File: config.mk
export PLATFORM = sky130hd
export DESIGN_NAME = audio_ctrl_seq
export DESIGN_NICKNAME = d
export VERILOG_FILES = /design/src/rtl/audio_ctrl_seq.sv
export SDC_FILE = /design/constraint.sdc
export NUM_CORES = 1
export LEC_CHECK = 0
export BUFFER_PORTS_ARGS = -buffer_cell sky130_fd_sc_hd__clkbuf_2
export CORE_MARGIN = 2
export CORE_UTILIZATION = 35
export CTS_CLUSTER_SIZE = 8
export DETAILED_ROUTE_END_ITERATION = 16
export SYNTH_ARGS = -nofsm -noshare
export SYNTH_HDL_FRONTEND = slang
export SYNTH_SLANG_ARGS = --single-unit
File: constraint.sdc
create_clock -name clk_sys -period 5.7 [get_ports clk_sys]
set_clock_uncertainty 0.05 [all_clocks]
set_input_delay 0 -clock clk_sys [delete_from_list [all_inputs] [get_ports clk_sys]]
set_output_delay 0 -clock clk_sys [all_outputs]
set_load 0.03 [all_outputs]
File: src/rtl/audio_ctrl_seq.sv
`default_nettype none
// ============================================================================
// Module : audio_ctrl_seq
// Sequences volume, mute, filter and mix controls for audio_mixer so that
// filter/mix changes only ever land while the output is muted.
// Rev    : 1.0
// ============================================================================
module audio_ctrl_seq #(
  parameter int TICK_DIV   = 2048,
  parameter int SETTLE_CYC = 4096,
  parameter int ATT_MIN    = 15
) (
  input  logic       clk_sys,
  input  logic       reset,
  input  logic [3:0] req_vol,
  input  logic [3:0] req_filter,
  input  logic [1:0] req_mix,
  input  logic       req_pause,
  output logic [3:0] vol_att,
  output logic       mute,
  output logic [3:0] afilter_sw,
  output logic [1:0] mix,
  output logic       busy
);

  localparam int TW = (TICK_DIV > 1) ? $clog2(TICK_DIV) : 1;
  localparam int SW = (SETTLE_CYC > 1) ? $clog2(SETTLE_CYC) : 1;
  localparam logic [TW-1:0] TICK_LAST   = TW'(TICK_DIV - 1);
  localparam logic [SW-1:0] SETTLE_INIT = SW'(SETTLE_CYC - 1);
  localparam logic [3:0]    ATT_SIL     = 4'(ATT_MIN);

  typedef enum logic [2:0] {
    IDLE     = 3'd0,
    FADE_OUT = 3'd1,
    APPLY    = 3'd2,
    PAUSED   = 3'd3,
    SETTLE   = 3'd4,
    FADE_IN  = 3'd5
  } state_t;

  state_t        state_q, state_d;
  logic [TW-1:0] tick_q, tick_d;
  logic [SW-1:0] settle_q, settle_d;
  logic [3:0]    vol_q, vol_d;
  logic          mute_q, mute_d;
  logic [3:0]    filt_q, filt_d;
  logic [1:0]    mix_q, mix_d;
  logic          busy_q, busy_d;

  logic       tick;
  logic       diff;
  logic       change;
  logic [3:0] vol_step;

  assign tick   = (tick_q == TICK_LAST);
  assign diff   = (req_filter != filt_q) || (req_mix != mix_q);
  assign change = req_pause || diff;

  always_comb begin
    if (vol_q < req_vol)      vol_step = vol_q + 4'd1;
    else if (vol_q > req_vol) vol_step = vol_q - 4'd1;
    else                      vol_step = vol_q;
  end

  always_comb begin
    state_d  = state_q;
    settle_d = settle_q;
    vol_d    = vol_q;
    mute_d   = mute_q;
    filt_d   = filt_q;
    mix_d    = mix_q;
    case (state_q)
      IDLE: begin
        mute_d = 1'b0;
        if (change)    state_d = FADE_OUT;
        else if (tick) vol_d   = vol_step;
      end
      FADE_OUT: begin
        if (vol_q == ATT_SIL) begin
          mute_d  = 1'b1;
          state_d = APPLY;
        end else if (tick) begin
          vol_d = vol_q + 4'd1;
        end
      end
      APPLY: begin
        filt_d   = req_filter;
        mix_d    = req_mix;
        settle_d = SETTLE_INIT;
        state_d  = req_pause ? PAUSED : SETTLE;
      end
      PAUSED: begin
        mute_d = 1'b1;
        vol_d  = ATT_SIL;
        if (!req_pause) state_d = APPLY;
      end
      SETTLE: begin
        if (change) begin
          state_d = APPLY;
        end else if (settle_q == '0) begin
          mute_d  = 1'b0;
          state_d = FADE_IN;
        end else begin
          settle_d = settle_q - 1'b1;
        end
      end
      FADE_IN: begin
        // Aborting a fade-in reverses from the current level, no jump to silence
        if (change)                state_d = FADE_OUT;
        else if (vol_q == req_vol) state_d = IDLE;
        else if (tick)             vol_d   = vol_step;
      end
      default: state_d = SETTLE;
    endcase

    // Restarting the divider on entry makes the first step a full period away
    if (state_d != state_q) tick_d = '0;
    else if (tick)          tick_d = '0;
    else                    tick_d = tick_q + 1'b1;

    busy_d = (state_d != IDLE) || (vol_d != req_vol);
  end

  always_ff @(posedge clk_sys) begin
    if (reset) begin
      state_q  <= SETTLE;
      tick_q   <= '0;
      settle_q <= SETTLE_INIT;
      vol_q    <= ATT_SIL;
      mute_q   <= 1'b1;
      filt_q   <= 4'd0;
      mix_q    <= 2'd0;
      busy_q   <= 1'b1;
    end else begin
      state_q  <= state_d;
      tick_q   <= tick_d;
      settle_q <= settle_d;
      vol_q    <= vol_d;
      mute_q   <= mute_d;
      filt_q   <= filt_d;
      mix_q    <= mix_d;
      busy_q   <= busy_d;
    end
  end

  assign vol_att    = vol_q;
  assign mute       = mute_q;
  assign afilter_sw = filt_q;
  assign mix        = mix_q;
  assign busy       = busy_q;

endmodule
`default_nettype wire

After elaboration in Yosys (flattened, before gate mapping). Index checks and enable logic that the tools add are counted.

Bits in registers: 38. Word-level logic and storage cells: 66.

Add/subtract/negate cells: 4. $lt $le $gt $ge: 2. Equality and inequality tests: 16. Mux-type cells: 25. Reductions and logical operators: 11.

Operators by type and width (number): 2-to-1 mux 4 bit (8); 2-to-1 mux 12 bit (2); 2-to-1 mux 3 bit (8); one-hot mux 12 bit (2 select lines) (1); one-hot mux 3 bit (6 select lines) (1); one-hot mux 4 bit (4 select lines) (1); logical NOT 12 bit (1); subtractor 12 x 1 -> 12 bit, second input constant (1); adder 11 x 1 -> 11 bit, second input constant (1); == test 11 bit, second input constant (1); != test 2 bit, second input constant (4); != test 4 bit (2); == test 3 x 2 -> 1 bit, second input constant (2); == test 3 bit, second input constant (2); adder 4 x 1 -> 4 bit, second input constant (1); == test 4 bit (1); == test 4 bit, second input constant (1); greater-than comparator 4 bit (1); < comparator 4 bit (1); one-hot mux 1 bit (4 select lines) (1); AND reduction 4 bit (1); nonzero test 4 bit (1); subtractor 4 x 1 -> 4 bit, second input constant (1); == test 3 x 1 -> 1 bit, second input constant (1); 9 further kinds (13).

Logic depth before layout (Yosys ltp). Gate-level depths: netlist of run 1.

Depth in word-level cells: 9. Gate-level depth with buffers: 11. Mapped depth without buffers: 10.

Worst setup path after synthesis of run 1. OpenSTA, ideal clock, no wires.

Kind: register to register. Start point: reg vol_q[0], in the netlist vol_att[0]. End point: reg busy_q, in the netlist busy. Setup time: 127 ps. Data arrival time: 2726 ps. Slack: 2797 ps. Stages on the path, launching flop included: 10. Buffers on the path: 0. Clock period less this slack: 2903 ps. Path through: dfxtp_1 > inv_1 > ha_1 > and4_1 > or4_1 > mux2_2 > o41a_1 > o31ai_1 > xnor2_1 > nand4_1.

Longest elaborated chain between the ends: 9. Elaborated cells on any way between the ends: 22.

Ends and longest elaborated chain: start, declared (RTL line 44) `logic [3:0] vol_q, vol_d;`; start signal, assigned (RTL line 138) `vol_q <= vol_d;`; subtractor 4 x 1 -> 4 bit or greater-than comparator 4 bit (tied branches) (RTL line 61) `else if (vol_q > req_vol) vol_step = vol_q - 4'd1;`; 2-to-1 mux 4 bit (RTL line 61); 2-to-1 mux 4 bit (RTL line 60) `if (vol_q < req_vol) vol_step = vol_q + 4'd1;`; 2-to-1 mux 4 bit (RTL line 76, 111); 2-to-1 mux 4 bit (RTL line 110) `else if (vol_q == req_vol) state_d = IDLE;`; 2-to-1 mux 4 bit (RTL line 109) `if (change) state_d = FADE_OUT;`; one-hot mux 4 bit (4 select lines) (RTL line 72) `case (state_q)`; != test 4 bit (RTL line 121) `busy_d = (state_d != IDLE) || (vol_d != req_vol);`; logical OR 1 bit (*) (RTL line 121); end signal, assigned (RTL line 142) `busy_q <= busy_d;`; end, declared (RTL line 48) `logic busy_q, busy_d;`.

Every way passes the cells marked *; elsewhere a longest branch is shown, timed or not. A chain may end at the register's enable or synchronous reset.

Worst setup path after layout of run 1. Same ends and word-level chain as after synthesis.

==> results of run 1 <==
==> report_power, final <==
group          internal (W)  switching (W)  total, W
logic             0.0000483      0.0000738  0.000122
clock network     0.0000977      0.0000966  0.000194
registers          0.000276      0.0000208  0.000297
==> cells in the final DEF (no fill, tap or decap), types with 2 or more instances in the layout <==
cell            n
dfxtp_1        38
o31ai_1         3
a31o_2          2
o21a_1          3
a31oi_1         4
o21ai_0         4
clkbuf_8        6
nor2_1         32
a21oi_1        19
nand2_1        49
and3_1          5
xnor2_1        15
or3_1           4
nor4bb_1        2
nor3_1          2
o2111a_1        2
nand3_1        15
nor2b_1         2
xor2_1         15
or2_2           4
inv_1          10
and2_1          5
and4_1          3
a21o_1          2
o211ai_1        3
ha_1            8
clkbuf_2       24
nor4_1          7
dlygate4sd3_1   7
mux2i_1         3
nand2b_1        4
nand4_1         4
nor4_4          2
==> sequential cells by signal, indices dropped and copies added (netlist names) <==
name,cells
settle_q,12
mute,1
busy,1
mix,2
vol_att,4
tick_q,11
state_q,3
afilter_sw,4
==> critical path, stage by stage, from the launching register on <==
cell	delay, ps
dfxtp_1	500
inv_1	140
ha_1	310
nand4_1	210
a21oi_1	130
nor4bb_1	540
a21boi_0	290
nand2b_1	280
o21a_1	200
a31o_2	220
nand4_1	60
==> cell families (layout without fill, tap and decap cells) <==
kind of cell / count (synthesis) / after routing / synth area share (%)
adders and majority gates: 8 / 8 / 4.27
DFF: 38 / 38 / 32.5
buffers and inverters: 21 / 49 / 3.74
xor gates and xnor gates: 30 / 30 / 11.2
muxes: 4 / 4 / 1.76
and+or+nand+nor: 146 / 146 / 31.9
AOI/OAI and AO/OA: 51 / 51 / 14.7
==> cells in the mapped netlist (4+ instances only) <==
cell,instances
inv_1,10
nor2_1,32
dfxtp_1,38
nand3_1,15
a31oi_1,4
and3_1,5
and2_1,5
xnor2_1,15
o21ai_0,4
xor2_1,15
nand2_1,49
nor4_1,7
or2_2,4
ha_1,8
nand4_1,4
clkbuf_1,9
or3_1,4
nand2b_1,4
a21oi_1,19
==> through the flow <==
| stage | power [W] | area (um^2) | std cells |
|---|---|---|---|
| floorplan | 0.000394 | 2340 | 298 |
| global placement | 0.000421 | 2510 | 388 |
| global route | 0.000648 | 2670 | 403 |
| finish | 0.000613 | 2670 | 403 |
| detailed placement | 0.000421 | 2510 | 388 |
| CTS | 0.000618 | 2670 | 403 |
==> area by class of cell <==
class / count / share of cell area (%)
multi-input combinational: 239 / 56.0
sequential: 38 / 28.5
timing repair buffer: 31 / 7.12
tap: 77 / 3.61
clock buffer: 7 / 3.23
inverter: 10 / 1.41
clock inverter: 1 / 0.187
==> per-layer routing <==
layer | track usage [%] | up-vias | part of all wire (%)
met5 | 0 | - | 0
met4 | 4.33 | 0 | 0.91
met1 | 19.8 | 986 | 50
li1 | - | 1098 | -
met3 | 2.98 | 6 | 3.3
met2 | 24.6 | 31 | 45
==> final timing paths <==
path | start | slack [ps] | to
max | vol_att[0] | 2720 | busy
min | req_vol[2] | 20 | busy
max reg2reg | vol_att[0] | 2720 | busy
min reg2reg | mute | 410 | mute
==> run summary, run 1 <==
RUN STATUS
----------------------------------------------------------------------------------------
Outcome                                                                     finished clean

LOGIC SYNTHESIS
----------------------------------------------------------------------------------------
Total standard cell area after synthesis                                       2340 um^2
Post-Syn Area per Cell                                                         7.86 um^2
Predominant post-synthesis flop cell                                             dfxtp_1
Sequential-to-total area share from yosys stat                                     32.5%
Count of mapped cells out of synthesis                                               298
Synthesis Warnings                                                                     0
Largest cells by area after synthesis                                       dfxtp_1 32%, nand2_1 7.8%, xnor2_1 5.6%, xor2_1 5.6%, nor2_1 5.1%
Cell taking the most area after synthesis                                        dfxtp_1
Register bit count reported by yosys                                                  38
Proportion of synthesized flip-flops having asynchronous set or reset                 0%
Top-area cell type share of the netlist area                                       32.5%
Net count of the mapped netlist                                                      319
EDFF count, synth                                                                      0
Number of distinct library cells after synthesis                                      49

GLOBAL ROUTE
----------------------------------------------------------------------------------------
Vias in the first global route                                                      2003
Initial antenna violation count                                                        0
Maximum number of pins on one net before global-route repair                          19
GR Overflow Total                                                                      0
Total GRT Usage                                                                    14.9%
Wire length of the first global-routing pass                                     9000 um

FLOORPLAN
----------------------------------------------------------------------------------------
Die boundary width                                                               85.8 um
Site row count                                                                        29
Core Area                                                                      6420 um^2
Initial Util                                                                       36.5%
Total Die Area                                                                 7370 um^2
Die Span Y                                                                       85.8 um
Count of boundary I/O pins                                                            25

HOLD PATH
----------------------------------------------------------------------------------------
Worst min-delay path class                                                        in2reg
Hold Path Stages                                                                       4

CLOCK NETWORK
----------------------------------------------------------------------------------------
Root buffer cell                                                                clkbuf_8
Worst skew pair latency                                                           290 ps
CTS tree                                                                            done
Buffer count from post-CTS setup fixing                                                0
Count of H-tree levels built during CTS                                                2
CTS sink count                                                                        38
Number of buffers added by the clock tree synthesis step                               5
Clock slew at the register clock pins of the worst setup and hold paths            80 ps
Maximum buffer depth of the clock tree                                                 2
Hold_buf cts                                                                           7
PostCTS Resize Cnt                                                                     0

TIMING
----------------------------------------------------------------------------------------
Fmax                                                                           0.336 GHz
Final worst path period need                                                     2980 ps
Max-slew headroom                                                                  51.3%
Final count of hold timing violations                                                  0
Max Slew Vio Count                                                                     0
Final worst slack                                                                2720 ps
Fin Hold WS                                                                      24.6 ps
Number of endpoints failing setup at the final stage                                   0
Portion of the clock cycle consumed by the worst path in the final layout          52.2%
Worst Max-Slew Pin Slew                                                           723 ps
Total negative slack for setup checks                                               0 ps
RSZ-0062 raised after global routing                                                  no

PLACE
----------------------------------------------------------------------------------------
Worst slack at placement                                                         2760 ps
GP Congestion                                                                      0.878
Number of input and output port buffers inserted                                      24
DP Wirelength                                                                    3830 um

SETUP PATH
----------------------------------------------------------------------------------------
Worst Path Arrival                                                               3170 ps
Critical path startpoint category                                                   flop
Worst Setup Path Type                                                            reg2reg
Top fanout value on the critical path                                                  9
Data required time at the worst endpoint                                         5890 ps
R2r worst-path depth                                                                  10
Critical path endpoint category                                                     flop

DETAILED ROUTING
----------------------------------------------------------------------------------------
Detailed Routing Iterations Pass 1                                                     6
Vias per std cell                                                                   5.26
Per-cell routed wire length                                                      12.8 um
# DRC                                                                                  0
Number of violations reported at the end of detailed-routing iteration 0             101
Total via count in the routed design                                                2121
ANT nets after route                                                                   0
Detailed-route wire length                                                       5160 um

FINISH
----------------------------------------------------------------------------------------
Filler cells                                                                         664
Layout net count                                                                     346
Fraction of the core area covered by cells at the end of the flow                  41.6%
Growth of design area from synthesis to finish                                     14.0%
Antenna diode count                                                                    0
Register area                                                                   761 um^2
Share of post-route cells with drive strength above 1                              13.2%
Area of combinational cells with multiple inputs                               1500 um^2

JOB
----------------------------------------------------------------------------------------
# Max-Cap Violations                                                                   0

PWR
----------------------------------------------------------------------------------------
Maximum VDD drop                                                                  140 uV
Leak pwr                                                                         1.06 nW
Power density normalized to cell area                                        230 nW/um^2

No activity file was read; power rests on OpenSTA's default activity.
==> run 2: changes to the inputs <==
Clock period 5.7 ns to 2.6 ns, I/O delays scaled along.
==> run summary, run 2 (synthesis results as in run 1) <==
PWR
----------------------------------------------------------------------------------------
Power density normalized to cell area                                        477 nW/um^2   +110%
Maximum VDD drop                                                                  333 uV   +140%
Leak pwr                                                                         1.18 nW   +11%

SETUP PATH
----------------------------------------------------------------------------------------
Critical path startpoint category                                                   flop
Worst Path Arrival                                                               2690 ps   -480 ps
Data required time at the worst endpoint                                         2720 ps   -3170 ps
Critical path endpoint category                                                     flop
Critical register-to-register path endpoint                                         busy
Worst R2R Start                                                               vol_att[0]
R2r worst-path depth                                                                   9   -1
Top fanout value on the critical path                                                  2   -7
Worst Setup Path Type                                                            reg2reg
Minimum setup slack among reg-to-reg paths                                         30 ps   -2690 ps

FINISH
----------------------------------------------------------------------------------------
Layout net count                                                                     369   +6.6%
Commonest non-fill, non-tap cell in the layout                                   nand2_1
Area of combinational cells with multiple inputs                               1580 um^2   +5.8%
Flip-flop count of the largest register, all copies and words added                   12   unchanged
Most used cells in the layout excluding fill and tap cells                  49 x nand2_1, 32 x nor2_1, 32 x dfxtp_1
Register area                                                                   771 um^2   +1.3%
Share of post-route cells with drive strength above 1                              23.2%   +10 points
Non-Filler Instances                                                                 426   +5.7%
Leading registers by flop count                                             settle_q: 12 flops, tick_q: 11 flops
Growth of design area from synthesis to finish                                     25.4%
Fraction of the core area covered by cells at the end of the flow                  45.7%   +4.1 points
Register with the most flip-flops                                               settle_q
Filler cells                                                                         635   -4.4%
Antenna diode count                                                                    0   unchanged

CLOCK NETWORK
----------------------------------------------------------------------------------------
Root buffer cell                                                                clkbuf_8
Maximum buffer depth of the clock tree                                                 2   unchanged
Clock slew at the register clock pins of the worst setup and hold paths            80 ps   about the same
CTS sink count                                                                        38   unchanged
Worst skew pair latency                                                           280 ps   about the same
CTS tree                                                                            done
Number of buffers added by the clock tree synthesis step                               5   unchanged
Count of H-tree levels built during CTS                                                2   unchanged

FLOORPLAN
----------------------------------------------------------------------------------------
Total Die Area                                                                 7370 um^2   unchanged
Die boundary width                                                               85.8 um   unchanged
Core Area                                                                      6420 um^2   unchanged
Count of boundary I/O pins                                                            25   unchanged
Initial Util                                                                       36.5%   unchanged
Die Span Y                                                                       85.8 um   unchanged
Site row count                                                                        29   unchanged

DETAILED ROUTING
----------------------------------------------------------------------------------------
ANT nets after route                                                                   0   unchanged
Number of violations reported at the end of detailed-routing iteration 0              84   -17%
Vias per std cell                                                                   5.16   -2.0%
Detailed Routing Iterations Pass 1                                                    10   +4
Top routing layer in use                                                            met4
Total via count in the routed design                                                2198   +3.6%
Detailed-route wire length                                                       5590 um   +8.4%
Routed length on met2                                                            2610 um   +11%
# DRC                                                                                  1   +1
Sum of met3 wire segment lengths after detailed routing                           164 um   -4.7%
Routed length on met1                                                            2770 um   +6.5%
Per-cell routed wire length                                                      13.1 um   +2.6%

TIMING
----------------------------------------------------------------------------------------
Worst Max-Slew Pin Slew                                                           536 ps   -187 ps
Final worst path period need                                                     2570 ps   -408 ps
RSZ-0062 raised after global routing                                                 yes
Max-slew headroom                                                                  64.1%   +13 points
Number of endpoints failing setup at the final stage                                   0   unchanged
Fin Hold WS                                                                      55.4 ps   +30.8 ps
Max Slew Vio Count                                                                     0   unchanged
Fmax                                                                           0.389 GHz   +16%
Portion of the clock cycle consumed by the worst path in the final layout          98.8%   +47 points
Final count of hold timing violations                                                  0   unchanged

GLOBAL ROUTE
----------------------------------------------------------------------------------------
Maximum number of pins on one net before global-route repair                          17   -2
Initial antenna violation count                                                        0   unchanged
Vias in the first global route                                                      2071   +3.4%
Total GRT Usage                                                                    16.0%   +1.0 points
Wire length of the first global-routing pass                                     9510 um   +5.6%
GR Overflow Total                                                                      0   unchanged

PLACE
----------------------------------------------------------------------------------------
DP Cell Count                                                                        408   +5.2%
Number of input and output port buffers inserted                                      24   unchanged
GP Congestion                                                                      0.885   +0.87%
DP Wirelength                                                                    4080 um   +6.3%

JOB
----------------------------------------------------------------------------------------
# Max-Cap Violations                                                                   0   unchanged

HOLD PATH
----------------------------------------------------------------------------------------
Worst min-delay path class                                                        in2reg
Hold Crit Endpoint                                                          afilter_sw[2]
Startpoint of the worst hold path                                                  reset
Hold Path Stages                                                                       2   -2

RUN STATUS
----------------------------------------------------------------------------------------
Violated checks                                                             design-rule violations
Outcome                                                                     finished, violations left

==> run 2: cell types whose count changed in the layout (fill, tap and decap cells not counted), moves of 2 or more <==
cell | before | now
dfxtp_1 | 38 | 32
ha_4 | 0 | 4
buf_4 | 0 | 22
dfxtp_2 | 0 | 5
ha_1 | 8 | 3
inv_4 | 0 | 2
==> run 2: per-stage QoR <==
stage	power (W)	setup TNS (ps)	cell area, um^2	setup slack, ps
2_1_floorplan	0.000862	-4.37	2360	-4.37
3_3_place_gp	0.000954	0	2680	75.6
3_5_place_dp	0.000958	0	2680	49.0
4_1_cts	0.00140	0	2840	35.4
5_1_grt	0.00148	-147	2940	-75.8
6_report	0.00140	0	2940	30.4
==> run 2: how the worst max path moves through the flow <==
stage / from / endpoint / slack (ps) / cells past startpoint
floorplan: vol_att[0] / busy / -4 / 9
global placement: vol_att[0] / busy / 80 / 9
detailed placement: vol_att[0] / busy / 50 / 9
CTS: vol_att[0] / busy / 40 / 9
global route: vol_att[1] / busy / -80 / 9
finish: vol_att[0] / busy / 30 / 9
==> run 2: what timing repair did <==
item | 4_1_cts | 5_1_grt
setup buffers | 0 | 2
setup endpoints to repair | 0 | 14
gates resized for setup | 0 | 12
hold buffers | 7 | 0
endpoints found under the hold margin | 7 | 0
==> run 2: metal layers <==
layer,GRT usage (%),vias to the layer above
met5,0,-
met4,4.91,0
met3,2.89,4
met2,25.9,36
met1,21.6,1014
li1,-,1144
==> run 2: power breakdown <==
part | switching [W] | leakage, nW | total, W | internal (W)
clock network | 0.000213 | 0.0515 | 0.000427 | 0.000214
registers | 0.0000295 | 0.308 | 0.000634 | 0.000605
logic | 0.000198 | 0.822 | 0.000339 | 0.000142
total | 0.000440 | 1.18 | 0.00140 | 0.000961
==> run 2: layout make-up <==
cell class / count / share of cell area [%]
Clock buffer: 6 / 2.81
Inverter: 10 / 1.36
Sequential cell: 38 / 26.2
Timing Repair Buffer: 53 / 12.1
Multi-Input combinational cell: 240 / 53.8
Clock inverter: 2 / 0.383
Tap cell: 77 / 3.28
==> run 2: critical path, stage by stage (launching register included) <==
cell and delay [ps]:
dfxtp_4 360, inv_4 40, ha_4 200, and4_1 180
or4_1 410, mux2_4 280, o41a_1 440, o31ai_4 270
xnor2_1 140, nand4_1 90
==> run 3: changes to the inputs <==
Settings changed: CELL_PAD_IN_SITES_DETAIL_PLACEMENT set to 0, CELL_PAD_IN_SITES_GLOBAL_PLACEMENT set to 1, PLACE_DENSITY_LB_ADDON set to 0.1.
==> run summary, run 3 (synthesis results as in run 1) <==
RUN STATUS
----------------------------------------------------------------------------------------
Outcome                                                                     finished, violations left
Violated checks                                                             design-rule violations

GLOBAL ROUTE
----------------------------------------------------------------------------------------
Wire length of the first global-routing pass                                     9360 um   -1.5%
Global-route met1 utilization                                                      21.9%   +0.33 points
Met3 track demand over resource in global routing                                  3.46%   +0.58 points
Total GRT Usage                                                                    16.1%   +0.13 points
Maximum number of pins on one net before global-route repair                          15   -2
Vias in the first global route                                                      1983   -4.2%
Met2 global-route usage                                                            25.1%   -0.71 points
Initial antenna violation count                                                        0   unchanged
Busiest layer in global routing                                                     met2
GR Overflow Total                                                                      0   unchanged

TIMING
----------------------------------------------------------------------------------------
Final worst slack                                                                78.4 ps   +47.9 ps
Number of endpoints failing setup at the final stage                                   0   unchanged
Final worst path period need                                                     2520 ps   -47.9 ps
Fmax                                                                           0.397 GHz   +1.9%
Portion of the clock cycle consumed by the worst path in the final layout          97.0%   -1.8 points
Max-slew headroom                                                                  60.8%   -3.3 points
Total negative slack for setup checks                                               0 ps   unchanged
Worst Max-Slew Pin Slew                                                           586 ps   +49.5 ps
Final count of hold timing violations                                                  0   unchanged
Max Slew Vio Count                                                                     0   unchanged
RSZ-0062 raised after global routing                                                 yes

DETAILED ROUTING
----------------------------------------------------------------------------------------
ANT nets after route                                                                   0   unchanged
Vias per std cell                                                                   5.15   -0.26%
Number of violations reported at the end of detailed-routing iteration 0             147   +75%
Detailed-route wire length                                                       5680 um   +1.5%
Total via count in the routed design                                                2218   +0.91%
# DRC                                                                                  3   +2
Detailed Routing Iterations Pass 1                                                    11   +1
Per-cell routed wire length                                                      13.2 um   +0.36%

SETUP PATH
----------------------------------------------------------------------------------------
Top fanout value on the critical path                                                  3   +1
Worst Path Arrival                                                               2660 ps   -30 ps
Data required time at the worst endpoint                                         2740 ps   +20 ps
Worst R2R Start                                                               vol_att[0]
Critical path endpoint category                                                     flop
Critical path startpoint category                                              input pin
Source of the critical timing path                                            req_vol[3]
Worst Setup Path Type                                                             in2reg

CLOCK NETWORK
----------------------------------------------------------------------------------------
Maximum buffer depth of the clock tree                                                 2   unchanged
Clock slew at the register clock pins of the worst setup and hold paths            90 ps   about the same
Worst skew pair latency                                                           300 ps   +20 ps
CTS sink count                                                                        38   unchanged
Root buffer cell                                                                clkbuf_8
CTS tree                                                                            done
Count of H-tree levels built during CTS                                                2   unchanged
Number of buffers added by the clock tree synthesis step                               5   unchanged

PWR
----------------------------------------------------------------------------------------
Power density normalized to cell area                                        527 nW/um^2   +10%
Net switching fraction of the power                                                28.5%   -2.9 points
Clk pwr share                                                                      38.7%   +8.2 points
Maximum VDD drop                                                                  376 uV   +13%
Switching pwr                                                                 0.000452 W   +2.8%
Power share of the combinational group                                             21.5%   -2.7 points
Leak pwr                                                                         1.22 nW   +3.0%
Fraction of power consumed by sequential logic                                     39.7%   -5.6 points
Internal power consumption                                                     0.00114 W   +18%

FINISH
----------------------------------------------------------------------------------------
Antenna diode count                                                                    0   unchanged
Layout net count                                                                     374   +1.4%
Fraction of the core area covered by cells at the end of the flow                  47.0%   +1.2 points
Leading registers by flop count                                             settle_q: 12 flops, tick_q: 11 flops
Register with the most flip-flops                                               settle_q
Area of combinational cells with multiple inputs                               1570 um^2   -0.55%
Most used cells in the layout excluding fill and tap cells                  49 x nand2_1, 32 x dfxtp_1, 31 x nor2_1
Share of post-route cells with drive strength above 1                              24.9%   +1.6 points
Commonest non-fill, non-tap cell in the layout                                   nand2_1
Filler cells                                                                         652   +2.7%
Flip-flop count of the largest register, all copies and words added                   12   unchanged
Register area                                                                   771 um^2   unchanged
Growth of design area from synthesis to finish                                     28.7%
Non-Filler Instances                                                                 431   +1.2%

FLOORPLAN
----------------------------------------------------------------------------------------
Initial Util                                                                       36.5%   unchanged
Site row count                                                                        29   unchanged
Die boundary width                                                               85.8 um   unchanged
Die Span Y                                                                       85.8 um   unchanged
Core Area                                                                      6420 um^2   unchanged
Total Die Area                                                                 7370 um^2   unchanged
Count of boundary I/O pins                                                            25   unchanged

HOLD PATH
----------------------------------------------------------------------------------------
Startpoint of the worst hold path                                                  reset
Worst min-delay path class                                                        in2reg

PLACE
----------------------------------------------------------------------------------------
DP Wirelength                                                                    4250 um   +4.4%
Worst slack at placement                                                         53.0 ps   +4.00 ps
GP Congestion                                                                      0.751   -15%
DP Cell Count                                                                        414   +1.5%
Number of input and output port buffers inserted                                      24   unchanged

JOB
----------------------------------------------------------------------------------------
# Max-Cap Violations                                                                   0   unchanged

## run 3: changes by cell type in the layout (fill, tap and decap cells not counted), sizes merged
cell | previous run | this run
buf | 22 | 28
or4 | 3 | 2
inv | 11 | 10
bufinv | 0 | 2
clkbuf | 30 | 29
## run 3: metrics by stage
step	hold slack [ps]	power, W	cell area (um^2)
5_1_grt	62.5	0.00167	3020
6_report	32.8	0.00159	3020
2_1_floorplan	53.6	0.000862	2360
3_5_place_dp	199	0.000967	2720
3_3_place_gp	189	0.000970	2720
4_1_cts	33.6	0.00160	2930
## run 3: worst paths after layout
path                    to  slack, ps  depth (start not counted)
max                   busy         80                         11
min reg2reg      tick_q[0]        420                          1
min          afilter_sw[2]         30                          2
max reg2reg           busy         80                          9
## run 3: routing by layer
layer / wire length, um / share of wire (%)
met4: 61 / 1.1
met2: 2570 / 45
met5: 0 / 0
met3: 239 / 4.2
met1: 2810 / 49
## run 3: area by class of cell
type	instances	area share (%)
Clock buffer	5	2.28
Clock inverter	3	2.28
Inverter	10	1.24
Multi-Input combinational cell	239	52.2
Sequential cell	38	25.6
Tap cell	77	3.20
Timing Repair Buffer	59	13.3
## run 3: power groups by stage
stage	sequential (W)	combinational, W	clock, W
finish	0.000631	0.000342	0.000615
global route	0.000635	0.000378	0.000661
CTS	0.000631	0.000332	0.000639
detailed placement	0.000645	0.000323	0
global placement	0.000644	0.000326	0
floorplan	0.000652	0.000211	0
## run 3: critical path: stages
cell,delay [ps]
dlygate4sd3_1,530
clkbuf_2,130
inv_1,90
ha_4,210
and4_1,160
or4_1,390
mux2_2,290
o41a_1,320
o31ai_2,290
xnor2_1,150
nand4_1,100
## run 3: repair_timing
action | 4_1_cts | 5_1_grt
resized for setup | 0 | 10
setup buffers | 0 | 2
endpoints found under the setup margin | 0 | 12
endpoints found under the hold margin | 7 | 0
hold buffers | 7 | 0
